## src/rtl/store_narrower_if.sv

```systemverilog
`default_nettype none
// ============================================================================
// Module   : store_narrower_if
// Brief    : Request, status and data-memory signals of the store narrower.
// Revision : 1.0
// ============================================================================
interface store_narrower_if;
    logic        start;
    logic [1:0]  size;
    logic        Unsigned;
    logic [31:0] addr;
    logic [31:0] wdata;
    logic        busy;
    logic        done;
    logic        overflow;
    logic        misaligned;
    logic [29:0] mem_addr;
    logic        mem_rd;
    logic [31:0] mem_rdata;
    logic        mem_wr;
    logic [31:0] mem_wdata;

    modport master (
        output start, size, Unsigned, addr, wdata, mem_rdata,
        input  busy, done, overflow, misaligned, mem_addr, mem_rd, mem_wr, mem_wdata
    );

    modport slave (
        input  start, size, Unsigned, addr, wdata, mem_rdata,
        output busy, done, overflow, misaligned, mem_addr, mem_rd, mem_wr, mem_wdata
    );
endinterface
`default_nettype wire

```

## src/rtl/store_narrower.sv

```systemverilog
`default_nettype none
// ============================================================================
// Module   : store_narrower
// Brief    : Narrows a register value to byte/halfword/word and merges it into
//            a word-wide big-endian memory by read-modify-write.
// Revision : 1.0
// ============================================================================
module store_narrower (
    input  logic                  clock,
    input  logic                  reset,
    store_narrower_if.slave       bus
);

    localparam logic [1:0] c_SZ_BYTE = 2'b00;
    localparam logic [1:0] c_SZ_HALF = 2'b01;
    localparam logic [1:0] c_SZ_WORD = 2'b10;

    typedef enum logic [2:0] {
        ST_IDLE  = 3'd0,
        ST_READ  = 3'd1,
        ST_MERGE = 3'd2,
        ST_WRITE = 3'd3,
        ST_DONE  = 3'd4
    } state_t;

    state_t      r_state;
    state_t      w_next;
    logic [1:0]  r_size;
    logic [31:0] r_addr;
    logic [15:0] r_wdata;
    logic [31:0] r_merged;
    logic        r_ovf;
    logic        r_mis;

    logic        w_accept;
    logic        w_mis;
    logic        w_ovf;
    logic [31:0] w_merge;

    assign w_accept = (r_state == ST_IDLE) && bus.start;

    // Alignment and reserved-size check on the live request inputs
    always_comb begin
        w_mis = 1'b0;
        case (bus.size)
            c_SZ_BYTE: w_mis = 1'b0;
            c_SZ_HALF: w_mis = bus.addr[0];
            c_SZ_WORD: w_mis = (bus.addr[1:0] != 2'b00);
            default:   w_mis = 1'b1;
        endcase
    end

    // Truncation loss: the discarded upper bits must be a pure extension
    always_comb begin
        w_ovf = 1'b0;
        if (!w_mis) begin
            case (bus.size)
                c_SZ_BYTE: w_ovf = bus.Unsigned ? (|bus.wdata[31:8])
                                                : !((&bus.wdata[31:7]) || !(|bus.wdata[31:7]));
                c_SZ_HALF: w_ovf = bus.Unsigned ? (|bus.wdata[31:16])
                                                : !((&bus.wdata[31:15]) || !(|bus.wdata[31:15]));
                default:   w_ovf = 1'b0;
            endcase
        end
    end

    // Big-endian lane replacement over the word just read back
    always_comb begin
        w_merge = bus.mem_rdata;
        if (r_size == c_SZ_BYTE) begin
            case (r_addr[1:0])
                2'd0:    w_merge[31:24] = r_wdata[7:0];
                2'd1:    w_merge[23:16] = r_wdata[7:0];
                2'd2:    w_merge[15:8]  = r_wdata[7:0];
                default: w_merge[7:0]   = r_wdata[7:0];
            endcase
        end else if (r_addr[1]) begin
            w_merge[15:0] = r_wdata;
        end else begin
            w_merge[31:16] = r_wdata;
        end
    end

    always_comb begin
        w_next = r_state;
        case (r_state)
            ST_IDLE: begin
                if (bus.start) begin
                    if (w_mis)                     w_next = ST_DONE;
                    else if (bus.size == c_SZ_WORD) w_next = ST_WRITE;
                    else                           w_next = ST_READ;
                end
            end
            ST_READ:  w_next = ST_MERGE;
            ST_MERGE: w_next = ST_WRITE;
            ST_WRITE: w_next = ST_DONE;
            ST_DONE:  w_next = ST_IDLE;
            default:  w_next = ST_IDLE;
        endcase
    end

    always_ff @(posedge clock or posedge reset) begin
        if (reset) begin
            r_state  <= ST_IDLE;
            r_size   <= 2'b00;
            r_addr   <= 32'd0;
            r_wdata  <= 16'd0;
            r_merged <= 32'd0;
            r_ovf    <= 1'b0;
            r_mis    <= 1'b0;
        end else begin
            r_state <= w_next;
            if (w_accept) begin
                r_size   <= bus.size;
                r_addr   <= bus.addr;
                r_wdata  <= bus.wdata[15:0];
                // A word store writes the register value unchanged
                r_merged <= bus.wdata;
                r_ovf    <= w_ovf;
                r_mis    <= w_mis;
            end else if (r_state == ST_MERGE) begin
                r_merged <= w_merge;
            end
        end
    end

    assign bus.busy       = (r_state != ST_IDLE);
    assign bus.done       = (r_state == ST_DONE);
    assign bus.overflow   = (r_state == ST_DONE) && r_ovf;
    assign bus.misaligned = (r_state == ST_DONE) && r_mis;
    assign bus.mem_addr   = r_addr[31:2];
    assign bus.mem_rd     = (r_state == ST_READ);
    assign bus.mem_wr     = (r_state == ST_WRITE);
    assign bus.mem_wdata  = r_merged;

endmodule
`default_nettype wire

```

## src/flat_wrapper.sv

```systemverilog
// flat-port wrapper written by rule: the top's interface ports become plain ports
module store_narrower_flat 
  (clock, reset, bus_start, bus_size, bus_Unsigned, bus_addr, bus_wdata, bus_mem_rdata, bus_busy, bus_done, bus_overflow, bus_misaligned, bus_mem_addr, bus_mem_rd, bus_mem_wr, bus_mem_wdata);
  store_narrower_if bus_i ();
  input  logic clock;
  input  logic reset;
  input wire logic [$bits(bus_i.start)-1:0] bus_start;
  input wire logic [$bits(bus_i.size)-1:0] bus_size;
  input wire logic [$bits(bus_i.Unsigned)-1:0] bus_Unsigned;
  input wire logic [$bits(bus_i.addr)-1:0] bus_addr;
  input wire logic [$bits(bus_i.wdata)-1:0] bus_wdata;
  input wire logic [$bits(bus_i.mem_rdata)-1:0] bus_mem_rdata;
  output wire logic [$bits(bus_i.busy)-1:0] bus_busy;
  output wire logic [$bits(bus_i.done)-1:0] bus_done;
  output wire logic [$bits(bus_i.overflow)-1:0] bus_overflow;
  output wire logic [$bits(bus_i.misaligned)-1:0] bus_misaligned;
  output wire logic [$bits(bus_i.mem_addr)-1:0] bus_mem_addr;
  output wire logic [$bits(bus_i.mem_rd)-1:0] bus_mem_rd;
  output wire logic [$bits(bus_i.mem_wr)-1:0] bus_mem_wr;
  output wire logic [$bits(bus_i.mem_wdata)-1:0] bus_mem_wdata;
  assign bus_i.start = bus_start;
  assign bus_i.size = bus_size;
  assign bus_i.Unsigned = bus_Unsigned;
  assign bus_i.addr = bus_addr;
  assign bus_i.wdata = bus_wdata;
  assign bus_i.mem_rdata = bus_mem_rdata;
  assign bus_busy = bus_i.busy;
  assign bus_done = bus_i.done;
  assign bus_overflow = bus_i.overflow;
  assign bus_misaligned = bus_i.misaligned;
  assign bus_mem_addr = bus_i.mem_addr;
  assign bus_mem_rd = bus_i.mem_rd;
  assign bus_mem_wr = bus_i.mem_wr;
  assign bus_mem_wdata = bus_i.mem_wdata;
  store_narrower u_core (.clock(clock), .reset(reset), .bus(bus_i));
endmodule
```

## config.mk

```make
export PLATFORM = sky130hd
export DESIGN_NAME = store_narrower_flat
export DESIGN_NICKNAME = d
export VERILOG_FILES = /design/src/rtl/store_narrower_if.sv /design/src/rtl/store_narrower.sv /design/src/flat_wrapper.sv
export SDC_FILE = /design/constraint.sdc
export NUM_CORES = 1
export LEC_CHECK = 0
export ABC_CLOCK_PERIOD_IN_PS = 3200
export CORE_MARGIN = 8
export CORE_UTILIZATION = 44
export DETAILED_ROUTE_END_ITERATION = 10
export GPL_TIMING_DRIVEN = 0
export HOLD_SLACK_MARGIN = 0.08
export PLACE_DENSITY = 0.92
export REMOVE_ABC_BUFFERS = 1
export SLEW_MARGIN = 20
export SYNTH_ARGS = -nofsm -noshare
export SYNTH_HDL_FRONTEND = slang
export SYNTH_SLANG_ARGS = --single-unit
export TNS_END_PERCENT = 100
```

## constraint.sdc

```tcl
create_clock -name clock -period 3.2 [get_ports clock]
set_input_delay 0.64 -clock clock [delete_from_list [all_inputs] [get_ports clock]]
set_output_delay 0.64 -clock clock [all_outputs]
set_load 0.05 [all_outputs]
```

==> metrics.md, run 1 <==
| Metric | Value |
|---|---|
| DP HPWL | ~11,000 um |
| Longest Clk Path Bufs | 2 |
| I/O Pins | 170 |
| H-tree depth | 3 |
| Wire per inst | about 19 um |
| Clock Latency Late Sink | 350 ps |
| CP Data Required Time | 3430 ps |
| Critical path, cell by cell | clkinv_1 > and2_1 > a211oi_1 > o31ai_1 |
| Gp weighted congestion | approximately 0.83 |
| DIE AREA | ~13,000 um2 |
| GRT overflow | 0 |
| Postcts setup bufs | 0 |
| Hold Slack | roughly 480 ps |
| # clock sinks | a little under 90 |
| Ant. Diodes | 0 |
| CP max-delay cell | dfrtp_1 |
| Antenna violations before repair | 0 |
| WL final | 14,700 um |
| Status | complete, no violations |
| Worst min-delay path category | reg2reg |
| DRC violations left | 0 |
| CTS tree | yes |
| Die height | 116 um |
| Clock-pin slew on the worst setup and hold paths | about 80 ps |
| Leak pwr | ~2.7 nW |
| Area fraction of the dominant cell type after synthesis | 0.495 |
| Vias post-DR | 4,156 |
| Max FO, Critical Path | 26 |
| CTS Hold Bufs | 0 |
| Number of synthesized flops with an enable pin | 0 |
| Largest net degree at the start of global routing | 71 |
| Site row count | 36 |
| Setup Skew | roughly 4.4 ps |
| Peak VDD IR | just over 0.6 mV |
| R2R Setup Slk | ~160 ps |
| Layout cells sized above 1 | 0.0401 |
| Worst Path Arrival | 3270 ps |
| Post-route design area | 6100 um2 |
| Placed cell area | ~5900 um2 |
| Crit-path max cell delay | 960 ps |
| Core Region | a little under 10,000 um2 |
| DP Worst Slack | ~300 ps |
| Antenna Nets Post-Route | 0 |
| Slew of the pin with the lowest slew margin | 932 ps |
| Worst Setup Start Kind | flip-flop |
| Final #Nets | approximately 720 |
| Fmax achieved | between 300 and 400 MHz |
| Sequential-to-total area share from yosys stat | 0.495 |
| Ys flop type | dfrtp_1 |
| Synth Register Bits | 87 |
| Fillers | a little over 800 |
| Layout area overhead | 38.8% |
| Final-report hold violation count | 0 |
| Final Worst Setup Slack | roughly 160 ps |
| Syn avg cell area | approximately 8.8 um2 |
| CTS resizes | 0 |
| Yosys cell types | 46 |
| Yosys warns | 0 |
| RSZ-0062 raised after global routing | no |
| Critical path class | reg2reg |
| Max_cap viols | 0 |
| CTS Buf Count | 9 |
| Slew HR | 0.378 |
| CTS Root Cell | clkbuf_8 |
| Die Span X | between 100 and 150 um |
| Final Max Slew Viols | 0 |
| TritonRoute pass-1 iters | 5 |
| Footprint of the multi-input gates | around 1800 um2 |
| Initial DRC count | approximately 260 |
| Register area | 2180 um2 |
| Power Density | about 1200 nW/um2 |
| Worst Setup End Kind | flip-flop |
| First-pass GRT wire length | ~23,000 um |
| Vias per cell | ~5.5 |
| Mapped Area | approximately 4400 um2 |
| Period utilisation layout | 0.949 |
| Crit-path leading delay family | flip-flops |
| Synthesized netlist cell count | roughly 500 |
| Setup Viol. Count Final | 0 |
| Initial Util | 0.452 |
| Cell taking the most area after synthesis | dfrtp_1 |
| Number of global-route vias before repair | 4,418 |
| Final min period | 3040 ps |
| Port bufs | between 150 and 200 |
| All-Layer GR Usage | 0.219 |
| Dominant cells by area after synthesis | dfrtp_1 (50%), nand2_1 (14%), buf_4 (5.5%) |
| WP buf/inv | 1 |
| Ys async rst share | 1.00 |
[worst min-delay path, delay by kind of cell (launching register included)]
family | cells | cell delay, ps
DFF | 1 | 350
and+or+nand+nor | 2 | 100
[cells in the final DEF, fill, tap and decap left out, drive strengths merged, types with 2 or more instances in the layout]
cell type      count
a211oi            25
a21boi             8
a221o              8
nand4              5
or3                2
nor2              27
clkinv             2
dfrtp             87
a21oi             18
nor3b              3
inv                4
nand2            163
nand2b             2
a211o              7
nor3               4
o22ai              8
o31ai             15
a31oi              9
clkdlybuf4s50    169
clkbuf            13
and3               8
buf                6
o21ai              5
nor4               5
and2               3
[registers in the layout (all words and copies together) (netlist names)]
register              flops
u_core.r_size             2
u_core.bus.mem_wdata     32
u_core.r_addr            32
u_core.r_ovf              1
u_core.r_state            3
u_core.r_wdata           16
u_core.r_mis              1
[path summary, 6_finish.rpt]
path / from / endpoint / depth (start not counted)
max: u_core.r_addr[1]$_DFFE_PP0P_ / u_core.bus.mem_wdata[21]$_DFFE_PP0P_ / 4
min: u_core.r_addr[12]$_DFFE_PP0P_ / u_core.r_addr[12]$_DFFE_PP0P_ / 2
max reg2reg: u_core.r_addr[1]$_DFFE_PP0P_ / u_core.bus.mem_wdata[21]$_DFFE_PP0P_ / 4
min reg2reg: u_core.r_addr[12]$_DFFE_PP0P_ / u_core.r_addr[12]$_DFFE_PP0P_ / 2
max in group asynchronous: reset / u_core.bus.mem_wdata[18]$_DFFE_PP0P_ / 3
min in group asynchronous: reset / u_core.r_addr[8]$_DFFE_PP0P_ / 2
[area by class of cell]
type                            count  share of cell area
Inverter                            5             0.00349
Multi-Input combinational cell    342               0.298
Tap cell                          133              0.0273
Clock buffer                       13              0.0260
Timing Repair Buffer              175               0.287
Sequential cell                    87               0.357
Clock inverter                      1            0.000820
[through the flow]
step | utilization | cells | power [mW] | TNS (ps)
3_3_place_gp | 0.602 | 736 | 6.21 | -354150
6_report | 0.627 | 756 | 7.02 | 0
4_1_cts | 0.627 | 756 | 7.06 | 0
3_5_place_dp | 0.610 | 742 | 6.35 | 0
2_1_floorplan | - | 434 | 4.77 | -92600
5_1_grt | 0.627 | 756 | 7.41 | 0
[power breakdown]
| group | switching, mW | internal [mW] |
|---|---|---|
| combinational | 2.82 | 1.43 |
| clock | 0.370 | 0.316 |
| sequential | 0.433 | 1.65 |
| total | 3.62 | 3.40 |
[cell usage after synthesis (all sizes together) (2+ instances only)]
cell type  instances
or3                2
nand2b             2
nor4               5
a221o              8
o31ai             15
nand4              5
nor2              27
dfrtp             87
a211oi            25
a21oi             18
and3               8
inv                4
nor3b              3
a21boi             8
and2               3
o21ai              5
nand2            163
nor3               4
a211o              7
buf               44
a31oi              9
clkbuf            21
o22ai              8
[routing by layer]
metal / track usage / vias up / share of wire
met3: 0.0787 / 31 / 0.11
met2: 0.362 / 189 / 0.49
met1: 0.243 / 1998 / 0.38
met4: 0.116 / 0 / 0.032
met5: 0 / - / 0
li1: - / 1938 / -
[cells by family after synthesis]
logic type             Yosys count  share of synthesized area
buffers and inverters           70                     0.0948
AO/OA/AOI/OAI                  113                      0.184
flip-flops                      87                      0.495
multiplexers                     1                    0.00228
AND/OR/NAND/NOR                228                      0.224
No activity file was read; power rests on OpenSTA's default activity.
==> inputs of run 2 (changes only) <==
- PLACE_DENSITY: 0.92 -> 0.88
==> metrics.md, run 2 (synthesis results as in run 1) <==
| Metric | Value |
|---|---|
| Status | complete, no violations (unchanged) |
| GRT overflow | 0 (unchanged) |
| Longest Clk Path Bufs | 2 (unchanged) |
| Final-report hold violation count | 0 (unchanged) |
| Setup Viol. Count Final | 0 (unchanged) |
| Final Max Slew Viols | 0 (unchanged) |
| CP startpoint | u_core.r_addr[1]$_DFFE_PP0P_ (unchanged) |
| DRC violations left | 0 (unchanged) |
| Setup Skew | 14.0 ps (was 4.39 ps) |
| Reg-to-Reg Start | u_core.r_addr[1]$_DFFE_PP0P_ (unchanged) |
| Worst Path Arrival | 3210 ps (was 3270 ps) |
| CTS Root Cell | clkbuf_8 (unchanged) |
| Number of global-route vias before repair | 4,304 (was 4,418) |
| FF-to-FF path depth | 4 (unchanged) |
| Utilization after layout | 0.635 (was 0.627) |
| GRT Max-Usage Layer | met2 (unchanged) |
| Critical path, cell by cell | clkinv_1 > and2_1 > a211oi_1 > o31ai_1 (unchanged) |
| TritonRoute pass-1 iters | 5 (unchanged) |
| Worst Setup End Kind | flip-flop (unchanged) |
| Wire per inst | 19.1 um (was 19.5 um) |
| Antenna Nets Post-Route | 0 (unchanged) |
| Fmax achieved | 336 MHz (was 329 MHz) |
| DIE AREA | 13,400 um2 (unchanged) |
| Initial Util | 0.452 (unchanged) |
| Met3 usage | 0.0657 (was 0.0787) |
| CP Data Required Time | 3430 ps (about the same) |
| Layout cells sized above 1 | 0.0463 (was 0.0401) |
| Max FO, Critical Path | 26 (unchanged) |
| Final setup TNS | 0 ps (unchanged) |
| I/O Pins | 170 (unchanged) |
| Clock-pin slew on the worst setup and hold paths | 90 ps (was 80 ps) |
| Leak pwr | 2.72 nW (was 2.69 nW) |
| Met2 Use GR | 0.359 (was 0.362) |
| Final min period | 2980 ps (was 3040 ps) |
| Die Span X | 116 um (unchanged) |
| Initial DRC count | 229 (was 258) |
| Crit-path max cell delay | 950 ps (was 960 ps) |
| Peak VDD IR | 0.527 mV (was 0.619 mV) |
| Clock Latency Late Sink | 350 ps (about the same) |
| Largest net degree at the start of global routing | 71 (unchanged) |
| CTS Hold Bufs | 0 (unchanged) |
| Footprint of the multi-input gates | 1820 um2 (unchanged) |
| Worst min-delay path category | reg2reg (unchanged) |
| Die height | 116 um (unchanged) |
| Met1 usage | 0.253 (was 0.243) |
| Critical Path End | u_core.bus.mem_wdata[18]$_DFFE_PP0P_ (was u_core.bus.mem_wdata[21]$_DFFE_PP0P_) |
| CTS resizes | 0 (unchanged) |
| Worst r2r dst | u_core.bus.mem_wdata[18]$_DFFE_PP0P_ (was u_core.bus.mem_wdata[21]$_DFFE_PP0P_) |
| Most frequent cells in the layout | clkdlybuf4s50_1 (169), nand2_1 (161), dfrtp_1 (87), nor2_1 (26), a211oi_1 (25) (unchanged) |
| WP depth | 4 (unchanged) |
| First-pass GRT wire length | 22,600 um (was 22,800 um) |
| Final #Nets | 723 (was 722) |
| Ant. Diodes | 0 (unchanged) |
| Max_cap viols | 0 (unchanged) |
| All-Layer GR Usage | 0.215 (was 0.219) |
| Critical path class | reg2reg (unchanged) |
| Crit-path leading delay family | buffers and inverters (was flip-flops) |
| H-tree depth | 3 (unchanged) |
| R2R Setup Slk | 220 ps (was 160 ps) |
| CP max-delay cell | clkinv_1 (was dfrtp_1) |
| Register area | 2180 um2 (unchanged) |
| WL final | 14,500 um (was 14,700 um) |
| Gp weighted congestion | 0.844 (was 0.834) |
| Site row count | 36 (unchanged) |
| CTS Buf Count | 9 (unchanged) |
| Layout area overhead | 40.6% (was 38.8%) |
| Slew HR | 0.405 (was 0.378) |
| Power Density | 1160 nW/um2 (was 1150 nW/um2) |
| DP HPWL | 10,600 um (was 10,700 um) |
| Postcts setup bufs | 0 (unchanged) |
| RSZ-0062 raised after global routing | no (unchanged) |
| Worst Setup Start Kind | flip-flop (unchanged) |
| Commonest non-fill, non-tap cell in the layout | clkdlybuf4s50_1 (unchanged) |
| Core Region | 9730 um2 (unchanged) |
| Antenna violations before repair | 0 (unchanged) |
| # clock sinks | 87 (unchanged) |
| Vias per cell | 5.53 (was 5.50) |
| Hold Slack | 479 ps (was 477 ps) |
| CTS tree | yes (unchanged) |
| Port bufs | 169 (unchanged) |
| Vias post-DR | 4,198 (was 4,156) |
| Fillers | 842 (was 813) |
| Slew of the pin with the lowest slew margin | 893 ps (was 932 ps) |
| WP buf/inv | 1 (unchanged) |
| Period utilisation layout | 0.930 (was 0.949) |
[run 2: cell types whose count changed in the layout (fill, tap and decap cells not counted), sizes merged]
cell / before / now
buf: 6 / 7
clkbuf: 13 / 12
clkinvlp: 0 / 2
bufinv: 0 / 1
[run 2: metrics by stage]
step | setup slack [ps] | power, mW | std cells | instance area [um2]
2_1_floorplan | -2030 | 4.77 | 434 | 4000
3_3_place_gp | -5130 | 6.22 | 736 | 5860
3_5_place_dp | 187 | 6.39 | 743 | 5970
4_1_cts | 233 | 7.21 | 759 | 6180
5_1_grt | 40.5 | 7.56 | 759 | 6180
6_report | 223 | 7.17 | 759 | 6180
[run 2: per-layer routing]
metal  share of wire  routed length, um
met1            0.40               5770
met4           0.023                329
met2            0.49               7120
met5               0                  0
met3           0.088               1280
[run 2: worst min-delay path by stage]
stage / end / start / depth (start not counted)
2_1_floorplan: u_core.r_mis$_DFFE_PP0P_ / u_core.r_mis$_DFFE_PP0P_ / 2
3_3_place_gp: u_core.r_addr[27]$_DFFE_PP0P_ / u_core.r_addr[27]$_DFFE_PP0P_ / 2
3_5_place_dp: u_core.r_addr[6]$_DFFE_PP0P_ / u_core.r_addr[6]$_DFFE_PP0P_ / 2
4_1_cts: u_core.r_addr[6]$_DFFE_PP0P_ / u_core.r_addr[6]$_DFFE_PP0P_ / 2
5_1_grt: u_core.r_addr[6]$_DFFE_PP0P_ / u_core.r_addr[6]$_DFFE_PP0P_ / 2
6_report: u_core.r_addr[19]$_DFFE_PP0P_ / u_core.r_addr[19]$_DFFE_PP0P_ / 2
[run 2: area by class of cell]
class	instances	area share
clock inverter	4	0.00871
multi-input combinational	342	0.294
clock buffer	12	0.0251
tap	133	0.0269
sequential	87	0.352
inverter	5	0.00344
timing repair buffer	176	0.289
[run 2: worst min-delay path: stages, from the launching register on]
cell and delay [ps]:
dfrtp_1 350, nand2_1 50, nand2_1 50
[run 2: power by group]
group          leakage [nW]  switching [mW]  internal, mW  total [mW]
combinational          1.56            2.82          1.46        4.27
clock                0.0988           0.405         0.406       0.811
sequential             1.06           0.435          1.65        2.08
==> inputs of run 3 (changes only) <==
- SKIP_LAST_GASP: not set -> 1
- SLEW_MARGIN: 20 -> not set
==> metrics.md, run 3 (synthesis results as in run 1) <==
| Metric | Value |
|---|---|
| Die height | 116 um (unchanged) |
| Worst Path Arrival | 3240 ps (was 3210 ps) |
| Worst min-delay path category | reg2reg (unchanged) |
| Hold path depth | 2 (unchanged) |
| Peak VDD IR | 0.524 mV (was 0.527 mV) |
| Initial DRC count | 286 (was 229) |
| First-pass GRT wire length | 22,800 um (was 22,600 um) |
| Footprint of the multi-input gates | 1820 um2 (about the same) |
| Period utilisation layout | 0.938 (was 0.930) |
| Initial Util | 0.452 (unchanged) |
| Fmax achieved | 333 MHz (was 336 MHz) |
| Utilization after layout | 0.635 (unchanged) |
| Reg-to-Reg Start | u_core.r_addr[1]$_DFFE_PP0P_ (unchanged) |
| DIE AREA | 13,400 um2 (unchanged) |
| Setup Skew | 12.1 ps (was 14.0 ps) |
| Layout cells sized above 1 | 0.0416 (was 0.0463) |
| Max_cap viols | 0 (unchanged) |
| DP HPWL | 10,400 um (was 10,600 um) |
| Core Region | 9730 um2 (unchanged) |
| Longest Clk Path Bufs | 2 (unchanged) |
| All-Layer GR Usage | 0.217 (was 0.215) |
| DP Worst Slack | 179 ps (was 187 ps) |
| CTS tree | yes (unchanged) |
| Crit-path max cell delay | 970 ps (was 950 ps) |
| Clock-pin slew on the worst setup and hold paths | 90 ps (about the same) |
| Final #Nets | 722 (was 723) |
| Leak pwr | 2.71 nW (was 2.72 nW) |
| Final Worst Setup Slack | 199 ps (was 223 ps) |
| WL final | 14,600 um (was 14,500 um) |
| FF-to-FF path depth | 4 (unchanged) |
| Setup Viol. Count Final | 0 (unchanged) |
| TritonRoute pass-1 iters | 5 (unchanged) |
| Power Density | 1160 nW/um2 (about the same) |
| I/O Pins | 170 (unchanged) |
| CTS Root Cell | clkbuf_8 (unchanged) |
| Slew HR | 0.341 (was 0.405) |
| Worst r2r dst | u_core.bus.mem_wdata[23]$_DFFE_PP0P_ (was u_core.bus.mem_wdata[18]$_DFFE_PP0P_) |
| Worst hold endpoint | u_core.r_addr[15]$_DFFE_PP0P_ (was u_core.r_addr[19]$_DFFE_PP0P_) |
| CTS resizes | 0 (unchanged) |
| Die Span X | 116 um (unchanged) |
| CTS Buf Count | 9 (unchanged) |
| DRC violations left | 0 (unchanged) |
| Antenna Nets Post-Route | 0 (unchanged) |
| Ant. Diodes | 0 (unchanged) |
| Critical path, cell by cell | clkinv_1 > and2_1 > a211oi_1 > o31ai_1 (unchanged) |
| Gp weighted congestion | 0.844 (unchanged) |
| Worst Setup Start Kind | flip-flop (unchanged) |
| Critical path class | reg2reg (unchanged) |
| Port bufs | 169 (unchanged) |
| Max FO, Critical Path | 26 (unchanged) |
| Crit-path leading delay family | flip-flops (was buffers and inverters) |
| Largest net degree at the start of global routing | 71 (unchanged) |
| WP depth | 4 (unchanged) |
| CP Data Required Time | 3440 ps (was 3430 ps) |
| Post-route design area | 6180 um2 (unchanged) |
| CP max-delay cell | dfrtp_1 (was clkinv_1) |
| Clock Latency Late Sink | 360 ps (was 350 ps) |
| Final min period | 3000 ps (was 2980 ps) |
| Placed cell area | 5950 um2 (was 5970 um2) |
| Most frequent cells in the layout | clkdlybuf4s50_1 (169), nand2_1 (162), dfrtp_1 (87), nor2_1 (26), a211oi_1 (25) (was clkdlybuf4s50_1 (169), nand2_1 (161), dfrtp_1 (87), nor2_1 (26), a211oi_1 (25)) |
| Register area | 2180 um2 (unchanged) |
| Site row count | 36 (unchanged) |
| Vias post-DR | 4,158 (was 4,198) |
| Wire per inst | 19.2 um (was 19.1 um) |
| Number of global-route vias before repair | 4,349 (was 4,304) |
| RSZ-0062 raised after global routing | no (unchanged) |
| Final Max Slew Viols | 0 (unchanged) |
| Final-report hold violation count | 0 (unchanged) |
| CTS Hold Bufs | 0 (unchanged) |
| Vias per cell | 5.49 (was 5.53) |
| GRT overflow | 0 (unchanged) |
| Worst Setup End Kind | flip-flop (unchanged) |
| Commonest non-fill, non-tap cell in the layout | clkdlybuf4s50_1 (unchanged) |
| R2R Setup Slk | 200 ps (was 220 ps) |
| Slew of the pin with the lowest slew margin | 984 ps (was 893 ps) |
| Hold path start | u_core.r_addr[15]$_DFFE_PP0P_ (was u_core.r_addr[19]$_DFFE_PP0P_) |
| Layout area overhead | 40.6% (unchanged) |
| Status | complete, no violations (unchanged) |
| Postcts setup bufs | 0 (unchanged) |
| H-tree depth | 3 (unchanged) |
| Antenna violations before repair | 0 (unchanged) |
| Fillers | 822 (was 842) |
| # clock sinks | 87 (unchanged) |
| WP buf/inv | 1 (unchanged) |
run 3: worst max path at each step:
stage / end / start / slack [ps]
after floorplan: u_core.bus.mem_wdata[10]$_DFFE_PP0P_ / bus_start / -2030
after global placement: u_core.bus.mem_wdata[7]$_DFFE_PP0P_ / bus_start / -5130
after detailed placement: u_core.bus.mem_wdata[10]$_DFFE_PP0P_ / bus_start / 180
after CTS: u_core.bus.mem_wdata[18]$_DFFE_PP0P_ / u_core.r_addr[1]$_DFFE_PP0P_ / 300
after global routing: u_core.bus.mem_wdata[17]$_DFFE_PP0P_ / u_core.r_addr[1]$_DFFE_PP0P_ / 80
final: u_core.bus.mem_wdata[23]$_DFFE_PP0P_ / u_core.r_addr[1]$_DFFE_PP0P_ / 200
run 3: cell type report:
type / count / share of cell area
Clock buffer: 12 / 0.0235
Multi-Input combinational cell: 342 / 0.294
Inverter: 5 / 0.00344
Clock inverter: 4 / 0.00871
Timing Repair Buffer: 175 / 0.291
Tap cell: 133 / 0.0269
Sequential cell: 87 / 0.352
run 3: through the flow:
step / setup TNS, ps / power, mW / cells / hold WS, ps
after floorplan: -92600 / 4.77 / 434 / 442
after detailed placement: 0 / 6.37 / 741 / 464
after global placement: -363380 / 6.22 / 736 / 456
final: 0 / 7.19 / 758 / 481
after CTS: 0 / 7.18 / 757 / 484
after global routing: 0 / 7.59 / 758 / 501
run 3: per-layer routing:
metal  GRT usage  vias to the layer above  share of wire
met5           0                        -              0
met4      0.0717                        0          0.023
met3      0.0834                       39           0.10
met2       0.370                      199           0.49
met1       0.244                     1978           0.38
li1            -                     1942              -
run 3: worst reg2reg max path, cell delays in order (launching register included):
cell,delay (ps)
dfrtp_1,970
clkinv_1,970
and2_1,540
a211oi_1,300
o31ai_1,100
run 3: power breakdown:
part / switching (mW) / internal, mW
Combinational: 2.83 / 1.47
Sequential: 0.438 / 1.65
Clock: 0.418 / 0.387
Total: 3.69 / 3.51
==> patch 1, RTL diff (flow settings as in run 2) <==
Put a register stage on the output `bus.overflow`. The value now appears one clock later.
--- a/src/rtl/store_narrower.sv
+++ b/src/rtl/store_narrower.sv
@@ -126,7 +126,9 @@
 
     assign bus.busy       = (r_state != ST_IDLE);
     assign bus.done       = (r_state == ST_DONE);
-    assign bus.overflow   = (r_state == ST_DONE) && r_ovf;
+    always_ff @(posedge clock) begin
+        bus.overflow <= (r_state == ST_DONE) && r_ovf;
+    end
     assign bus.misaligned = (r_state == ST_DONE) && r_mis;
     assign bus.mem_addr   = r_addr[31:2];
     assign bus.mem_rd     = (r_state == ST_READ);
Function: changed (Yosys sat finds a counterexample within 10 cycles, from zero or initial values and one cycle with reset high).
==> patch 1 against run 2 <==
- setup slack gained 30 ps
- core utilization decreased by 0.77 points
- synthesized area up 0.46%
- die area grew 0.39%
- cell area is 0.75% lower
- non-clock buffer count is 1 lower
- total power down 2.5%
- clock power decreased by 18%
- routed wire length shrank 2.3%
- count of clock-buffer cells in the layout increased by 1
- critical endpoint is now u_core.bus.mem_wdata[16]$_DFFE_PP0P_
- sequential cell count is 1 higher
- combinational power decreased by 0.9%
==> patch 1: results (changes against run 2) <==
| Metric | Value |
|---|---|
| Pre-CTS setup slack | 288 ps (+101 ps) |
| Most area-consuming cells after synthesis | dfrtp_1 (49%), nand2_1 (14%), buf_4 (5.4%) |
| Part of the Yosys area used for sequential elements | 49.8% (+0.23 points) |
| Detailed-route wire length | 14.2 mm (-2.3%) |
| Wirelength per Cell | 18.7 um (-2.1%) |
| Leakage power | 0.00270 uW (-0.65%) |
| Startpoint of the most critical hold path | u_core.r_addr[23]$_DFFE_PP0P_ |
| Sum of net half-perimeters after detailed placement | 10.4 mm (-1.5%) |
| VDD IR max | 583 uV (+11%) |
| Global-route wire length before repair | 22.6 mm (+0.34%) |
| Worst hold slack after final layout | 477 ps (-2.11 ps) |
| Data arrival at the endpoint of the critical path | 3180 ps (-30 ps) |
| Tightest Hold Check Type | flip-flop to flip-flop |
| Starting DRT DRC Count | 252 (+10%) |
| Yosys cell types | 47 (+2.2%) |
| Ratio of cells with drive above 1 in the final layout | 3.85% (-0.79 points) |
| Post-route clock skew | 6.79 ps (-7.22 ps) |
| Synthesized netlist cell count | 500 (+0.20%) |
| Reg2reg setup slack | 250 ps (+30 ps) |
| RR Startpoint | u_core.r_addr[1]$_DFFE_PP0P_ |
| Async S/R FF share, synth | 98.9% (-1.1 points) |
| PortBufs | 169 (unchanged) |
| H-Tree Depth | 3 (unchanged) |
| Cell Pwr Density | 1140 mW/mm^2 (-1.7%) |
| Via count of the first global-routing pass | 4412 (+2.5%) |
| Hold endpoint | u_core.r_addr[23]$_DFFE_PP0P_ |
| Total cell area at the placement stage | 0.00598 sq mm (+0.15%) |
| Vias post-DR | 4138 (-1.4%) |
| Synth Area in Compound Gates | 18.3% (-0.083 points) |
| Multiplexer fraction of the synthesized cell area | 0.227% (-0.0010 points) |
| Headroom to the max-slew limit | 38.0% (-2.4 points) |
| Overall Global Routing Usage | 21.5% (about the same) |
| Number of antenna cells inserted | 0 (unchanged) |
| Weighted congestion reported at the end of routability-driven placement | 0.825 (-2.3%) |
| Run status | finished, final reports clean |
## patch 1: cells by family after synthesis
group,count (synthesis)
multiplexers,1
AO/OA/AOI/OAI,113
flip-flops,88
buffers and inverters,70
AND/OR/NAND/NOR,228
## patch 1: layer usage
layer  part of all wire (%)  vias to the layer above  global-route usage (%)
met1                     38                     1973                    24.3
met5                      0                        -                       0
met4                    2.3                        0                    8.99
li1                       -                     1941                       -
met2                     49                      200                    35.6
met3                     11                       24                    8.22
## patch 1: worst max-delay path, cell delays in order (launching register included)
cell and delay [ps]:
dfrtp_1 960, clkinv_1 920, and2_1 510, a211oi_1 330, o31ai_1 100
## patch 1: layout make-up
type	instances	area, sq um
fillers	799	3640
flip-flops and latches	88	2200
multi-input cells	342	1820
repair buffers	175	1780
well taps	133	166
clock buffers	13	149
inverters	5	21.3
clock inverters	1	5.00
## patch 1: worst max path at each step
stage                                        from                                   end  slack [ps]  depth (start not counted)
CTS                 u_core.r_state[2]$_DFFE_PP0P_                        bus_misaligned         240                          3
global placement                        bus_start   u_core.bus.mem_wdata[7]$_DFFE_PP0P_       -5000                          5
floorplan                               bus_start  u_core.bus.mem_wdata[10]$_DFFE_PP0P_       -2030                          3
detailed placement                      bus_start   u_core.bus.mem_wdata[9]$_DFFE_PP0P_         290                          6
finish               u_core.r_addr[1]$_DFFE_PP0P_  u_core.bus.mem_wdata[16]$_DFFE_PP0P_         250                          4
global route        u_core.r_state[2]$_DFFE_PP0P_                        bus_misaligned         110                          3
## patch 1: report_power, final
part | switching, uW | leakage [uW] | total (uW) | internal, uW
combinational | 2790 | 0.00155 | 4230 | 1440
clock | 368 | 0.0000794 | 664 | 296
sequential | 431 | 0.00107 | 2090 | 1660
==> patch 2, RTL diff (flow settings as in run 2) <==
Made on the original files. Reset style: synchronous (`reset`), changed in one clocked block.
--- a/src/rtl/store_narrower.sv
+++ b/src/rtl/store_narrower.sv
@@ -99,7 +99,7 @@
         endcase
     end
 
-    always_ff @(posedge clock or posedge reset) begin
+    always_ff @(posedge clock) begin
         if (reset) begin
             r_state  <= ST_IDLE;
             r_size   <= 2'b00;
Check against the original RTL: differs if reset is asserted again (counterexample within 4 cycles, from zero or initial values and one cycle with reset high); with reset held inactive, the same outputs for 10 cycles.
==> patch 2 against run 2 <==
- setup slack better by 250 ps
- synthesized area down 4.9%
- core utilization up 0.70 points
- sequential cell count unchanged
- die area down 4.3%
- global-route usage down 0.19 points
- register-to-register slack better by 510 ps
- cell area down 4.0%
- via count up 3.3%
- routed wire length down 1.9%
Power is not compared: it rests on default switching activity, and its combinational part moved more than twofold at a synthesized area within 25%.
==> patch 2: results (changes against run 2) <==
| Metric | Value |
|---|---|
| Terminus of the critical flop-to-flop path | u_core.bus.mem_wdata[15]$_SDFFE_PP0P_ |
| Vias post-DR | 4336 (+3.3%) |
| Overall Global Routing Usage | 21.3% (-0.19 points) |
| Fraction of synthesized cell area in xor and xnor cells | 0.210% (+0.21 points) |
| VDD IR max | 292 uV |
| Depth of the worst register-to-register path | 4 (unchanged) |
| Via count of the first global-routing pass | 4359 (+1.3%) |
| Post-route clock skew | 14.8 ps (+0.769 ps) |
| Net switching power | 1100 uW |
| Hold endpoint | u_core.r_addr[21]$_SDFFE_PP0P_ |
| PortBufs | 169 (unchanged) |
| Pre-CTS setup slack | 255 ps (+68.5 ps) |
| Number of antenna cells inserted | 0 (unchanged) |
| Part of the Yosys area used for sequential elements | 41.7% (-7.9 points) |
| CTS root buffer | clkbuf_8 |
| Number of post-CTS setup repair buffers | 0 (unchanged) |
| Arithmetic-cell share of the synthesized area counting full adders, half adders and majority gates | 0% (unchanged) |
| Pin count of the biggest net entering global routing | 77 (+8.5%) |
| Post-synth top cells | nand2_1 (113), dfxtp_1 (87), a21oi_1 (72), buf_4 (31), nor2_1 (28) |
| Detailed-route wire length | 14.2 mm (-1.9%) |
| Met2 capacity usage during global routing | 34.9% (-0.96 points) |
| Most area-consuming cells after synthesis | dfxtp_1 (42%), nand2_1 (10%), a21oi_1 (8.6%) |
| Data arrival at the endpoint of the critical path | 2080 ps (-1130 ps) |
| Net count of the finished layout | 742 (+2.6%) |
| Met3 usage in global routing | 7.24% (+0.67 points) |
| Multiplexer fraction of the synthesized cell area | 2.66% (+2.4 points) |
| Timing startpoint of the critical path | u_core.r_state[2]$_SDFFE_PP0P_ |
| Weighted congestion reported at the end of routability-driven placement | 0.823 (-2.5%) |
| Yosys cell types | 48 (+4.3%) |
| Async S/R FF share, synth | 0% (-100 points) |
| RR Startpoint | u_core.r_addr[1]$_SDFFE_PP0P_ |
| Ratio of cells with drive above 1 in the final layout | 5.89% (+1.3 points) |
| Synth Area in Compound Gates | 24.3% (+5.9 points) |
| Drt pass-1 iters | 5 (unchanged) |
| Reg2reg setup slack | 730 ps (+510 ps) |
| TritonCTS Buffers | 9 (unchanged) |
| Starting DRT DRC Count | 361 (+58%) |
| Most used DFF post-synth | dfxtp_1 |
| Sum of net half-perimeters after detailed placement | 11.0 mm (+3.9%) |
| Ratio of final minimum period to clock period | 85.2% (-7.9 points) |
| Run status | finished, final reports clean |
| Number of warning messages in the yosys log | 0 (unchanged) |
| Tightest Hold Check Type | flip-flop to flip-flop |
| Maximum fanout along the worst path | 11 (-58%) |
| Setup crit end | bus_busy |
| Initial antenna violation count | 0 (unchanged) |
| Clock edge transition at the registers on the reported setup and hold paths | 90 ps (about the same) |
| Startpoint of the most critical hold path | u_core.r_addr[21]$_SDFFE_PP0P_ |
| Met1 global-route usage | 25.0% (-0.32 points) |
| Global-route wire length before repair | 22.2 mm (-1.7%) |
| Leakage power | 0.00213 uW |
| H-Tree Depth | 3 (unchanged) |
| Cells resized by post-CTS repair | 0 (unchanged) |
| Measured slew at the worst slew-check pin | 800 ps (-93.0 ps) |
-- patch 2: cell count changes in the layout (fill, tap and decap cells not counted), sizes merged, moves of 13 or more --
cell / change
dfrtp: -87
dfxtp: +87
a21oi: +54
nand2: -49
o21ai: +23
o221ai: +15
a211oi: -13
-- patch 2: critical path, stage by stage (launching register included) --
cell and delay [ps]:
dfxtp_1 430, nor3_1 440, inv_1 130, clkdlybuf4s50_1 740
-- patch 2: metrics by stage --
step / cells / util (%) / hold WS, ps / setup TNS (ps) / instance area, sq um
floorplan: 449 / - / 426 / -232720 / 3750
global placement: 747 / 60.7 / 441 / -530370 / 5600
detailed placement: 758 / 61.8 / 447 / 0 / 5710
CTS: 774 / 64.2 / 459 / 0 / 5930
global route: 774 / 64.2 / 479 / 0 / 5930
finish: 774 / 64.2 / 458 / 0 / 5930
-- patch 2: power groups by stage --
stage	sequential, uW	combinational, uW	clock [uW]
6_report	1280	1020	865
5_1_grt	1290	1090	927
4_1_cts	1270	1020	880
3_5_place_dp	1300	1020	0
3_3_place_gp	1290	1000	0
2_1_floorplan	1550	322	0
-- patch 2: cell type report --
type,instances,area (sq um)
inverters,4,15.0
clock buffers,13,159
flip-flops and latches,87,1740
fillers,786,3310
multi-input cells,358,2010
repair buffers,180,1780
clock inverters,3,65.1
well taps,129,161
-- patch 2: metal layers --
metal	vias to the layer above	part of all wire [%]	wire (um)
met5	-	0	0
met4	0	3.1	445
met3	34	11	1570
met2	235	47	6730
met1	2017	39	5480
li1	2050	-	-
-- patch 2: kinds of logic (layout without fill, tap and decap cells) --
kind of cell | Yosys count | count (layout)
xor+xnor | 1 | 1
buf+inv | 76 | 200
simple gates | 186 | 186
flops | 87 | 87
compound gates | 160 | 160
mux | 11 | 11
